<file path="src/rtl/systolic_pkg.sv">
// Shared types and constants for the systolic array feeder.
package systolic_pkg;

    localparam int SA_DATA_WIDTH = 16;
    localparam int SA_FIFO_DEPTH = 4;

    typedef enum logic [2:0] {
        ST_IDLE    = 3'd0,
        ST_LOAD_LO = 3'd1,
        ST_LOAD_HI = 3'd2,
        ST_STREAM  = 3'd3,
        ST_DRAIN   = 3'd4
    } sa_state_e;

endpackage

</file>
<file path="src/rtl/systolic_feeder_if.sv">
// Activation and result handshake bundle between the feeder and its client.
interface systolic_feeder_if
    import systolic_pkg::*;
#(
    parameter int DATA_WIDTH = SA_DATA_WIDTH
);
    logic                    vec_valid;
    logic                    vec_ready;
    logic [2*DATA_WIDTH-1:0] vec_data;
    logic                    res_valid;
    logic                    res_ready;
    logic [2*DATA_WIDTH-1:0] res_data;

    modport master (
        output vec_valid, vec_data, res_ready,
        input  vec_ready, res_valid, res_data
    );

    modport slave (
        input  vec_valid, vec_data, res_ready,
        output vec_ready, res_valid, res_data
    );
endinterface

</file>
<file path="src/rtl/sa_result_fifo.sv">
// Small result FIFO; depth must be a power of two so the pointers wrap naturally.
module sa_result_fifo
    import systolic_pkg::*;
#(
    parameter int WIDTH = 2*SA_DATA_WIDTH,
    parameter int DEPTH = SA_FIFO_DEPTH
)(
    input  logic                         clk,
    input  logic                         reset,
    input  logic                         push,
    input  logic [WIDTH-1:0]             push_data,
    input  logic                         pop,
    output logic [WIDTH-1:0]             pop_data,
    output logic [$clog2(DEPTH+1)-1:0]   count,
    output logic                         empty
);
    localparam int AW = $clog2(DEPTH);
    localparam int CW = $clog2(DEPTH+1);
    localparam logic [CW-1:0] FULL = CW'(DEPTH);

    logic [WIDTH-1:0] mem [DEPTH];
    logic [AW-1:0]    wr_ptr;
    logic [AW-1:0]    rd_ptr;
    logic             do_push;
    logic             do_pop;

    // A push into a full FIFO is accepted when the head leaves in the same cycle.
    assign do_pop  = pop && (count != '0);
    assign do_push = push && ((count != FULL) || do_pop);

    always_ff @(posedge clk) begin
        if (do_push) begin
            mem[wr_ptr] <= push_data;
        end
    end

    always_ff @(posedge clk or negedge reset) begin
        if (!reset) begin
            wr_ptr <= '0;
            rd_ptr <= '0;
            count  <= '0;
        end else begin
            if (do_push) begin
                wr_ptr <= wr_ptr + AW'(1);
            end
            if (do_pop) begin
                rd_ptr <= rd_ptr + AW'(1);
            end
            case ({do_push, do_pop})
                2'b10:   count <= count + CW'(1);
                2'b01:   count <= count - CW'(1);
                default: count <= count;
            endcase
        end
    end

    assign pop_data = mem[rd_ptr];
    assign empty    = (count == '0);
endmodule

</file>
<file path="src/rtl/systolic_feeder.sv">
// Sequences weight load, skewed activation streaming and result capture for a 2x2 systolic array.
// Optional macro SA_RESULT_FIFO_EN adds a 4-entry result FIFO with res_ready backpressure.
//
// state      | meaning
// IDLE       | waiting for start
// LOAD_LO    | write bottom weight row (w21, w22) into all PEs
// LOAD_HI    | write top weight row (w11, w12) into first-row PEs
// STREAM     | accept num_vec activation pairs
// DRAIN      | wait for in-flight results (and FIFO) to empty
module systolic_feeder
    import systolic_pkg::*;
#(
    parameter int DATA_WIDTH = SA_DATA_WIDTH,
    parameter int OUT_LAT    = 2,
    parameter int MAX_VEC    = 15
)(
    input  logic                    clk,
    input  logic                    reset,
    input  logic                    start,
    input  logic [4*DATA_WIDTH-1:0] wt_in,
    input  logic [3:0]              num_vec,
    systolic_feeder_if.slave        bus,
    output logic [DATA_WIDTH-1:0]   top_1,
    output logic [DATA_WIDTH-1:0]   top_2,
    output logic [DATA_WIDTH-1:0]   left_1,
    output logic [DATA_WIDTH-1:0]   left_2,
    output logic                    WE_1,
    output logic                    WE_2,
    output logic                    WE_3,
    output logic                    WE_4,
    output logic                    mux_1,
    output logic                    mux_2,
    output logic                    mux_3,
    output logic                    mux_4,
    input  logic [DATA_WIDTH-1:0]   down_1,
    input  logic [DATA_WIDTH-1:0]   down_2,
    output logic                    busy,
    output logic                    done
);
    localparam int PIPE = OUT_LAT + 2;
    localparam logic [3:0] MAX_N = 4'(MAX_VEC);

    sa_state_e                 state;
    sa_state_e                 state_nxt;
    logic [4*DATA_WIDTH-1:0]   wt_q;
    logic [3:0]                vec_left;
    logic [3:0]                n_clamp;
    logic [DATA_WIDTH-1:0]     a1_q;
    logic [DATA_WIDTH-1:0]     d1_q;
    logic [PIPE-1:0]           fly;
    logic [7:0]                in_flight;
    logic                      hs;
    logic                      cap_1;
    logic                      cap_2;
    logic                      room;
    logic                      drained;
    logic                      vec_rdy;
    logic [2*DATA_WIDTH-1:0]   cap_data;

    assign hs       = bus.vec_valid && vec_rdy;
    assign cap_1    = fly[OUT_LAT];
    assign cap_2    = fly[OUT_LAT+1];
    assign cap_data = {d1_q, down_2};
    assign bus.vec_ready = vec_rdy;

    // Out-of-range counts are clamped so a job can never stall forever in STREAM.
    always_comb begin
        n_clamp = num_vec;
        if (num_vec == 4'd0) begin
            n_clamp = 4'd1;
        end else if (num_vec > MAX_N) begin
            n_clamp = MAX_N;
        end
    end

    always_comb begin
        in_flight = '0;
        for (int i = 0; i < PIPE; i++) begin
            in_flight = in_flight + 8'(fly[i]);
        end
    end

`ifdef SA_RESULT_FIFO_EN
    logic [$clog2(SA_FIFO_DEPTH+1)-1:0] fifo_count;
    logic                               fifo_empty;
    logic [2*DATA_WIDTH-1:0]            fifo_head;

    sa_result_fifo #(
        .WIDTH (2*DATA_WIDTH),
        .DEPTH (SA_FIFO_DEPTH)
    ) u_fifo (
        .clk       (clk),
        .reset     (reset),
        .push      (cap_2),
        .push_data (cap_data),
        .pop       (bus.res_valid && bus.res_ready),
        .pop_data  (fifo_head),
        .count     (fifo_count),
        .empty     (fifo_empty)
    );

    assign bus.res_valid = !fifo_empty;
    assign bus.res_data  = fifo_empty ? '0 : fifo_head;
    // Every in-flight vector owns a FIFO slot, so a capture can never overflow.
    assign room    = (8'(fifo_count) + in_flight) < 8'(SA_FIFO_DEPTH);
    assign drained = (in_flight == 8'd0) && fifo_empty;
`else
    logic unused_res_ready;

    assign unused_res_ready = bus.res_ready;
    assign bus.res_valid    = cap_2;
    assign bus.res_data     = cap_2 ? cap_data : '0;
    assign room             = 1'b1;
    assign drained          = (in_flight == 8'd0);
`endif

    always_ff @(posedge clk or negedge reset) begin
        if (!reset) begin
            state <= ST_IDLE;
        end else begin
            state <= state_nxt;
        end
    end

    always_comb begin
        state_nxt = state;
        case (state)
            ST_IDLE:    if (start) state_nxt = ST_LOAD_LO;
            ST_LOAD_LO: state_nxt = ST_LOAD_HI;
            ST_LOAD_HI: state_nxt = ST_STREAM;
            ST_STREAM:  if (hs && (vec_left == 4'd1)) state_nxt = ST_DRAIN;
            ST_DRAIN:   if (drained) state_nxt = ST_IDLE;
            default:    state_nxt = ST_IDLE;
        endcase
    end

    always_comb begin
        top_1   = '0;
        top_2   = '0;
        {WE_1, WE_2, WE_3, WE_4}     = 4'b0000;
        {mux_1, mux_2, mux_3, mux_4} = 4'b0000;
        busy    = (state != ST_IDLE);
        done    = 1'b0;
        vec_rdy = 1'b0;
        case (state)
            ST_LOAD_LO: begin
                top_1 = wt_q[2*DATA_WIDTH-1:DATA_WIDTH];
                top_2 = wt_q[DATA_WIDTH-1:0];
                {WE_1, WE_2, WE_3, WE_4} = 4'b1111;
            end
            ST_LOAD_HI: begin
                top_1 = wt_q[4*DATA_WIDTH-1:3*DATA_WIDTH];
                top_2 = wt_q[3*DATA_WIDTH-1:2*DATA_WIDTH];
                {WE_1, WE_2, WE_3, WE_4} = 4'b1010;
            end
            ST_STREAM: begin
                {mux_1, mux_2, mux_3, mux_4} = 4'b1111;
                vec_rdy = room;
            end
            ST_DRAIN: begin
                {mux_1, mux_2, mux_3, mux_4} = 4'b1111;
                done = drained;
            end
            default: ;
        endcase
    end

    // fly[k] marks a vector whose handshake was k+1 cycles ago.
    always_ff @(posedge clk or negedge reset) begin
        if (!reset) begin
            wt_q     <= '0;
            vec_left <= '0;
            left_1   <= '0;
            a1_q     <= '0;
            left_2   <= '0;
            fly      <= '0;
            d1_q     <= '0;
        end else begin
            if ((state == ST_IDLE) && start) begin
                wt_q     <= wt_in;
                vec_left <= n_clamp;
            end else if (hs) begin
                vec_left <= vec_left - 4'd1;
            end
            left_1 <= hs ? bus.vec_data[2*DATA_WIDTH-1:DATA_WIDTH] : '0;
            a1_q   <= hs ? bus.vec_data[DATA_WIDTH-1:0] : '0;
            left_2 <= a1_q;
            fly    <= {fly[PIPE-2:0], hs};
            if (cap_1) begin
                d1_q <= down_1;
            end
        end
    end
endmodule

</file>
<file path="src/flat_wrapper.sv">
// flat-port wrapper written by rule: the top's interface ports become plain ports
module systolic_feeder_flat import systolic_pkg::*;
#(
    parameter int DATA_WIDTH = SA_DATA_WIDTH,
    parameter int OUT_LAT    = 2,
    parameter int MAX_VEC    = 15
)
  (clk, reset, start, wt_in, num_vec, top_1, top_2, left_1, left_2, WE_1, WE_2, WE_3, WE_4, mux_1, mux_2, mux_3, mux_4, down_1, down_2, busy, done, bus_vec_valid, bus_vec_data, bus_res_ready, bus_vec_ready, bus_res_valid, bus_res_data);
  systolic_feeder_if #(.DATA_WIDTH(DATA_WIDTH)) bus_i ();
  input  logic clk;
  input  logic reset;
  input  logic start;
  input  logic [4*DATA_WIDTH-1:0] wt_in;
  input  logic [3:0] num_vec;
  output logic [DATA_WIDTH-1:0] top_1;
  output logic [DATA_WIDTH-1:0] top_2;
  output logic [DATA_WIDTH-1:0] left_1;
  output logic [DATA_WIDTH-1:0] left_2;
  output logic WE_1;
  output logic WE_2;
  output logic WE_3;
  output logic WE_4;
  output logic mux_1;
  output logic mux_2;
  output logic mux_3;
  output logic mux_4;
  input  logic [DATA_WIDTH-1:0] down_1;
  input  logic [DATA_WIDTH-1:0] down_2;
  output logic busy;
  output logic done;
  input wire logic [$bits(bus_i.vec_valid)-1:0] bus_vec_valid;
  input wire logic [$bits(bus_i.vec_data)-1:0] bus_vec_data;
  input wire logic [$bits(bus_i.res_ready)-1:0] bus_res_ready;
  output wire logic [$bits(bus_i.vec_ready)-1:0] bus_vec_ready;
  output wire logic [$bits(bus_i.res_valid)-1:0] bus_res_valid;
  output wire logic [$bits(bus_i.res_data)-1:0] bus_res_data;
  assign bus_i.vec_valid = bus_vec_valid;
  assign bus_i.vec_data = bus_vec_data;
  assign bus_i.res_ready = bus_res_ready;
  assign bus_vec_ready = bus_i.vec_ready;
  assign bus_res_valid = bus_i.res_valid;
  assign bus_res_data = bus_i.res_data;
  systolic_feeder #(.DATA_WIDTH(DATA_WIDTH), .OUT_LAT(OUT_LAT), .MAX_VEC(MAX_VEC)) u_core (.clk(clk), .reset(reset), .start(start), .wt_in(wt_in), .num_vec(num_vec), .bus(bus_i), .top_1(top_1), .top_2(top_2), .left_1(left_1), .left_2(left_2), .WE_1(WE_1), .WE_2(WE_2), .WE_3(WE_3), .WE_4(WE_4), .mux_1(mux_1), .mux_2(mux_2), .mux_3(mux_3), .mux_4(mux_4), .down_1(down_1), .down_2(down_2), .busy(busy), .done(done));
endmodule
</file>
<file path="config.mk">
export PLATFORM = sky130hd
export DESIGN_NAME = systolic_feeder_flat
export DESIGN_NICKNAME = d
export VERILOG_FILES = /design/src/rtl/systolic_pkg.sv /design/src/rtl/systolic_feeder_if.sv /design/src/rtl/sa_result_fifo.sv /design/src/rtl/systolic_feeder.sv /design/src/flat_wrapper.sv
export SDC_FILE = /design/constraint.sdc
export NUM_CORES = 1
export LEC_CHECK = 0
export ABC_AREA = 1
export CAP_MARGIN = 20
export CORE_MARGIN = 2
export CORE_UTILIZATION = 42
export CTS_CLUSTER_DIAMETER = 80
export DETAILED_ROUTE_END_ITERATION = 8
export GPL_TIMING_DRIVEN = 0
export PLACE_DENSITY_LB_ADDON = 0.15
export SLEW_MARGIN = 15
export SYNTH_ARGS = -nofsm -noshare
export SYNTH_HDL_FRONTEND = slang
export SYNTH_SLANG_ARGS = --single-unit
</file>
<file path="constraint.sdc">
create_clock -name clk -period 2.73 [get_ports clk]
set_input_delay 0.546 -clock clk [delete_from_list [all_inputs] [get_ports clk]]
set_output_delay 0.546 -clock clk [all_outputs]
set_load 0.02 [all_outputs]
</file>
# Yosys cells after proc, flatten, opt, wreduce, memory -nomap -nowiden
# Cells that the tools add are included.
[op_classes]
addsub = 4
n_lt_le_gt_ge = 1
eq_ne = 8
n_mux = 18
reduce_logical = 11
[op_table]
columns = ["op", "count"]
rows = [
  ["$pmux W16 S2", 2],
  ["$mux W16", 2],
  ["$mux W32", 1],
  ["$add A8 B1 Y8", 2],
  ["$mux W4", 4],
  ["$pmux W3 S5", 1],
  ["$mux W3", 3],
  ["$logic_not A8 Y1", 1],
  ["$eq A3 B2 Y1 const B", 2],
  ["$mux W1", 5],
  ["$eq A4 B1 Y1 const B", 1],
  ["$gt A4 B4 Y1 const B", 1],
  ["$logic_not A4 Y1", 1],
  ["$ne A2 B1 Y1 const B", 2],
  ["$reduce_or A2 Y1", 2],
  ["$sub A4 B1 Y4 const B", 1],
  ["$eq A3 B1 Y1 const B", 1],
  ["$eq A3 B3 Y1 const B", 1],
  ["$logic_and A1 B1 Y1", 3],
  ["$logic_not A3 Y1", 1],
  ["$reduce_and A3 Y1", 1],
  ["$reduce_bool A3 Y1", 1],
  ["$add A1 B1 Y2", 1],
  ["$ne A2 B2 Y1 const B", 1],
  ["$reduce_bool A2 Y1", 1],
]
[word_totals]
regBits = 139
inputBits = 137
wordCells = 50

# Depth between registers and ports, before layout
[logic_depth]
word_depth = 6
depth_mapped = 11

# Worst setup path before layout
# OpenSTA, ideal clock, no wires.
[synth_timing]
kind = "register to output"
from = "register u_core.fly[3]"
to = "output port done"
t_arrival_ns = 2.150
required_ns = 2.184
setup_slack_ns = 0.034
stages_incl_launch_ff = 9
path_buffers = 2
path_cell_list = "dfrtp_1 clkbuf_1 clkbuf_1 inv_1 fa_1 inv_1 ha_1 nand3b_1 nor2_1"
[synth_between]
elab_chain_cells = 3
[synth_lines]
columns = ["item", "line_no", "rtl"]
rows = [
  ["start: declaration", "systolic_feeder.sv:50", "logic [PIPE-1:0] fly;"],
  ["start signal: assignment", "systolic_feeder.sv:188", "fly <= {fly[PIPE-2:0], hs};"],
  ["$add A8 B1 Y8", "systolic_feeder.sv:79", "in_flight = in_flight + 8'(fly[i]);"],
  ["$logic_not A8 Y1", "systolic_feeder.sv:114", "assign drained = (in_flight == 8'd0);"],
  ["$mux W1", "systolic_feeder.sv:145", "case (state)"],
  ["end: declaration", "flat_wrapper.sv:30", "output logic done;"],
]
# No other way between the ends.

# Worst setup path in the final report
# Same ends and word-level chain as after synthesis.

==> metrics.cfg <==
[clocking]
cts_tree = built
clock_latency_ns = 0.42
cts_root_buf = clkbuf_16
cts.clk_slew.worst_paths_ns = 0.06
clock_path_buffers = 2
cts_sinks = 139
htree_levels = 4
cts_made_buffers = 17

[drt]
vias = 5246
wl_per_cell_um = 13.4
drt_iter0_markers = 347
avgViaCountPerCell = 4.49
ant_nets = 0
drt_pass1_iterations = 5
routed_wl_um = 15700
drcViolationCount = 0

[power]
switchingPower_mw = 3.56
clkPwrFrac = 0.234
peakVddDrop_mv = 0.642
combPwrFrac = 0.420
pwr-share-seq = 0.346
power_leakage_nw = 4.99
p_int_mw = 5.66
p_sw_frac = 0.386
power_density_mw_per_mm2 = 1020
power_mw = 9.22

[die]
core_mm2 = 0.0137
die_h_um = 122
die_width_um = 122
die_area_mm2 = 0.0148
io_pins = 245
num_rows = 43
initial_core_util = 0.424

[placement]
placed_cell_area_mm2 = 0.00851
portBuffers = 243
place.gp.congestion = 0.810
place_inst = 1134
pre_cts_ws_ns = -0.561
hpwl_um = 11600

[logic_synthesis]
yosys-top-cells-area = dfrtp_1, nand2_1, inv_1
ys_seq_elements = 139
synthFlopType = dfrtp_1
synth-edff-count = 0
postSynthAreaPerCell_um2 = 8.20
ys_types = 22
netlist_instances = 710
async_reset_ff_frac = 1.00
yosys.area.top_type_share = 0.598
synth_seq_area_share = 0.598
synth_top_cell_by_area = dfrtp_1
syn_nets = 852
synth_area_mm2 = 0.00582
yosysWarnings = 0

[grt]
grt_max_degree = 88
gr-total-overflow = 0
antenna_found_initial = 0
grtUsageTotal = 0.225
grt_pass1_vias = 5087
grt_pass1_wl_um = 25300

[worst_setup_path]
cp_max_fo = 10
rrSetupSlack_ns = 0.75
r2r_end = u_core.state[0]
r2r_start = u_core.fly[3]
critPathKind = flop to output port
crit_path_end_kind = output port
required_ns = 2.18
cp.arrival_ns = 2.18
critPathLaunchType = flop
r2r_cells = 10
critPathLaunch = u_core.fly[3]
cp-endpoint = done

[sta]
rsz0062_at_grt = true
setup_tns_ns = 0
fin_crit_ns = 2.72
final-setup-viol-count = 0
clock-skew-final_ns = 0.00834
slew_headroom = 0.597
holdWs_ns = 0.0352
hold_viol_final = 0
fmax_ghz = 0.367
timing.final.crit_share = 0.997
slew_viol_final = 0
tightestPinTransition_ns = 0.605
finalWorstSetupSlack_ns = 0.00705

[layout]
area_growth_pct = 55.3
final_cells = 1168
fin_area_mm2 = 0.00903
drive_above_1_share = 0.0972
utilization = 0.659
nets = 1117
diodes = 0

[run_status]
status = finished clean

[job]
maxCapViolCount = 0

[hold_path]
min_path_type = input pin to asynchronous set/reset pin

==> layout make-up <==
type                            instances  area [um^2]
Tap cell                              180          225
Timing Repair Buffer                  248         2390
Clock buffer                           21          480
Inverter                               83          317
Sequential cell                       139         3480
Clock inverter                         11         85.1
Multi-Input combinational cell        449         1840
Buffer                                 37          224
Fill cell                            1192         4680
==> layer usage <==
layer / GRT usage / wire length [um] / vias up
met4: 0.0639 / 196 / 0
met3: 0.0946 / 1370 / 13
met2: 0.368 / 7670 / 192
li1: - / - / 2631
met5: 0 / 0 / -
met1: 0.275 / 6470 / 2410
==> cells by family (layout without fill, tap and decap cells) <==
| logic type | after synthesis | in the layout | share of synthesized area |
|---|---|---|---|
| AO/OA/AOI/OAI | 5 | 5 | 0.00495 |
| adder cells (fa/ha/maj) | 5 | 5 | 0.0120 |
| buffers and inverters | 122 | 400 | 0.0875 |
| XOR/XNOR | 1 | 1 | 0.00151 |
| flip-flops | 139 | 139 | 0.598 |
| AND/OR/NAND/NOR | 438 | 438 | 0.296 |
==> registers in the layout, summed over array words and instances (netlist names) <==
signal and cells:
u_core.wt_q 64, u_core.a1_q 16, u_core.d1_q 16, u_core.left_1 16, u_core.left_2 16, u_core.fly 4
u_core.vec_left 4, u_core.state 3
==> layout by cell type, fill, tap and decap left out, drive strengths merged, types with 3 or more instances in the layout <==
cell and instances:
clkbuf 50, clkinv 7, dlygate4sd2 13, nor2 37, ha 4, nand2 353, o21ai 3, nand3 43
buf 34, dfrtp 139, inv 85, clkdlybuf4s50 206
==> power groups by stage <==
| stage | combinational [mW] | sequential (mW) | clock, mW |
|---|---|---|---|
| after floorplan | 2.16 | 3.22 | 0 |
| after global placement | 3.94 | 3.18 | 0 |
| after detailed placement | 4.01 | 3.20 | 0 |
| after CTS | 3.91 | 3.19 | 2.19 |
| after global routing | 4.31 | 3.28 | 2.30 |
| final | 3.87 | 3.19 | 2.16 |
==> worst max-delay path, cell delays in order (launching register included) <==
cell and delay, ns:
dfrtp_2 0.45, buf_8 0.15, inv_1 0.06, fa_1 0.41, inv_1 0.06, ha_1 0.21, nand3b_1 0.17, nor2_1 0.10
buf_4 0.15
==> cell usage after synthesis, types with 2 or more instances <==
cell,count
buf_2,17
buf_4,8
clkbuf_1,14
dfrtp_1,139
ha_1,4
inv_1,81
nand2_1,353
nand3_1,42
nand3b_1,2
nor2_1,36
o21ai_0,3
==> worst min path at each step <==
stage / endpoint / startpoint / slack [ns]
2_1_floorplan: u_core.a1_q[0] / reset / 0.25
3_3_place_gp: u_core.left_2[8] / u_core.a1_q[8] / 0.33
3_5_place_dp: u_core.left_2[12] / u_core.a1_q[12] / 0.33
4_1_cts: u_core.left_1[1] / reset / 0.04
5_1_grt: u_core.left_1[1] / reset / 0.05
6_report: u_core.left_1[1] / reset / 0.04
==> what timing repair did <==
action	4_1_cts	5_1_grt
setup endpoints to repair	46	34
buffers inserted	0	4
gates resized for setup	58	43
hold buffers	0	0
pin swaps	1	1
No activity file was read; power rests on OpenSTA's default activity.
==> patch: new RTL, same flow settings <==
Reset style: synchronous (`reset`), changed in 2 clocked blocks.
--- a/src/rtl/systolic_feeder.sv
+++ b/src/rtl/systolic_feeder.sv
@@ -116,3 +116,3 @@
 
-    always_ff @(posedge clk or negedge reset) begin
+    always_ff @(posedge clk) begin
         if (!reset) begin
@@ -168,3 +168,3 @@
     // fly[k] marks a vector whose handshake was k+1 cycles ago.
-    always_ff @(posedge clk or negedge reset) begin
+    always_ff @(posedge clk) begin
         if (!reset) begin
Formal check against the unedited RTL: differs if reset is asserted again (counterexample within 4 cycles, from zero or initial values and one cycle with reset low); with reset held inactive, the same outputs for 10 cycles.
==> patch against the original RTL <==
- synthesized area shrank 7.7%
- final cell count shrank 1.6%
- setup slack improved by 0.11 ns
- cell area down 4.2%
- clock skew decreased by 0.0019 ns
- routed wire length down 3.7%
- sequential cell count unchanged
- highest routed layer unchanged
Power is not compared: it rests on default switching activity, and its combinational part moved more than twofold at a synthesized area within 25%.
==> patch: results (changes against the original RTL) <==
Setup path
The worst-path maximum fanout is 2 (-8). The cell count of the worst reg-to-reg path is 9 (-1). The largest stage delay on the critical path is 0.33 ns (-0.12 ns). The most critical setup path has its startpoint at u_core.fly[0]$_SDFF_PN0_.

The setup slack of the most critical reg-to-reg path is 0.95 ns (+0.20 ns). The capture point of the worst reg-to-reg path is u_core.state[0]$_SDFFE_PN0P_.

Global routing
The global routing usage summed across all routing layers was 22.1% (-0.36 points). The largest net degree at the start of global routing is 18 (-80%). The global-route wire length before repair is 23.0 mm (-8.9%).

Placement
The placer's final routability congestion estimate is 0.804 (-0.73%). The count of input and output buffers is 242 (-0.41%). The final HPWL from detailed placement came to 11.1 mm (-4.5%).

Detailed routing
The first-iteration detailed-routing DRC count was 311 (-10%). The routed length per placed instance is 13.2 um (-2.1%). The first-pass iteration count of the detailed router was 4 (-1). The number of vias after detailed routing is 5203 (-0.82%).

Power and ir drop
The total design power is 5290 uW.

Worst hold path
The worst hold path was traced through 2 stages.

Layout
The number of fill cells is 1072 (-10%). The number of flip-flops in the largest register is 64 (unchanged). The final cell count without fillers is 1149 (-1.6%). u_core.wt_q holds more flip-flops than any other register.

Synthesis
The fraction of synthesis flops using an asynchronous set or reset pin came to 0% (-100 points). The number of distinct standard cells referenced by the synthesized netlist is 27 (+23%). The number of nets produced by synthesis was 849 (-0.35%). After synthesis, the cell types taking the most area are sky130_fd_sc_hd__dfxtp_1, sky130_fd_sc_hd__inv_1, sky130_fd_sc_hd__o21ai_0. The sequential fraction of the synthesis area is 51.8% (-7.9 points).

The count of mapped cells out of synthesis is 707 (-0.42%).

Outcome
The flow ran to the end, and the final reports show no timing, DRC or antenna violations.

STA
The measured slew at the worst slew-check pin is 0.449 ns (-0.155 ns).
[patch: cell families after synthesis]
| group | count (synthesis) | synth area share (%) |
|---|---|---|
| simple gates | 168 | 12.7 |
| xor+xnor | 1 | 0.163 |
| flops | 139 | 51.8 |
| buf+inv | 215 | 16.5 |
| fa+ha+maj | 5 | 1.31 |
| compound gates | 179 | 17.5 |
[patch: worst max-delay path: cells and delay by family, from the launching register on]
| family | cells | cell delay (ns) |
|---|---|---|
| flops | 1 | 0.32 |
| buf+inv | 3 | 0.24 |
| simple gates | 2 | 0.28 |
| fa+ha+maj | 3 | 0.80 |
[patch: worst max-delay path by stage]
stage | endpoint | slack (ns)
finish | done | 0.12
global placement | done | -0.56
detailed placement | done | -0.56
floorplan | done | 0.04
global route | done | 0.008
CTS | top_2[12] | 0.001
[patch: metal layers]
metal	track usage (%)	wire length, um	vias up
met2	37.9	7290	189
met4	7.76	238	0
li1	-	-	2683
met5	0	0	-
met1	24.6	6100	2306
met3	9.68	1490	25
[patch: final cells by class]
class | instances | share of cell area [%]
sequential | 139 | 32.3
timing repair buffer | 242 | 28.7
multi-input combinational | 353 | 19.9
inverter | 169 | 7.39
clock buffer | 20 | 5.16
buffer | 42 | 2.78
tap | 172 | 2.49
clock inverter | 12 | 1.33
[patch: metrics by stage]
stage	utilization [%]	setup TNS [ns]	area (sq um)	hold WS, ns	worst slack [ns]
2_1_floorplan	-	0	5370	0.390	0.0425
3_3_place_gp	63.7	-0.563	8010	0.391	-0.563
3_5_place_dp	63.7	-0.564	8010	0.398	-0.564
4_1_cts	68.4	0	8590	0.411	0.000981
5_1_grt	68.9	0	8650	0.425	0.00813
6_report	68.9	0	8650	0.409	0.119
[patch: repair_timing]
action                     4_1_cts  5_1_grt
pin swaps                        0        1
gates resized for setup         23       31
setup endpoints to repair       35       29
hold buffers                     0        0
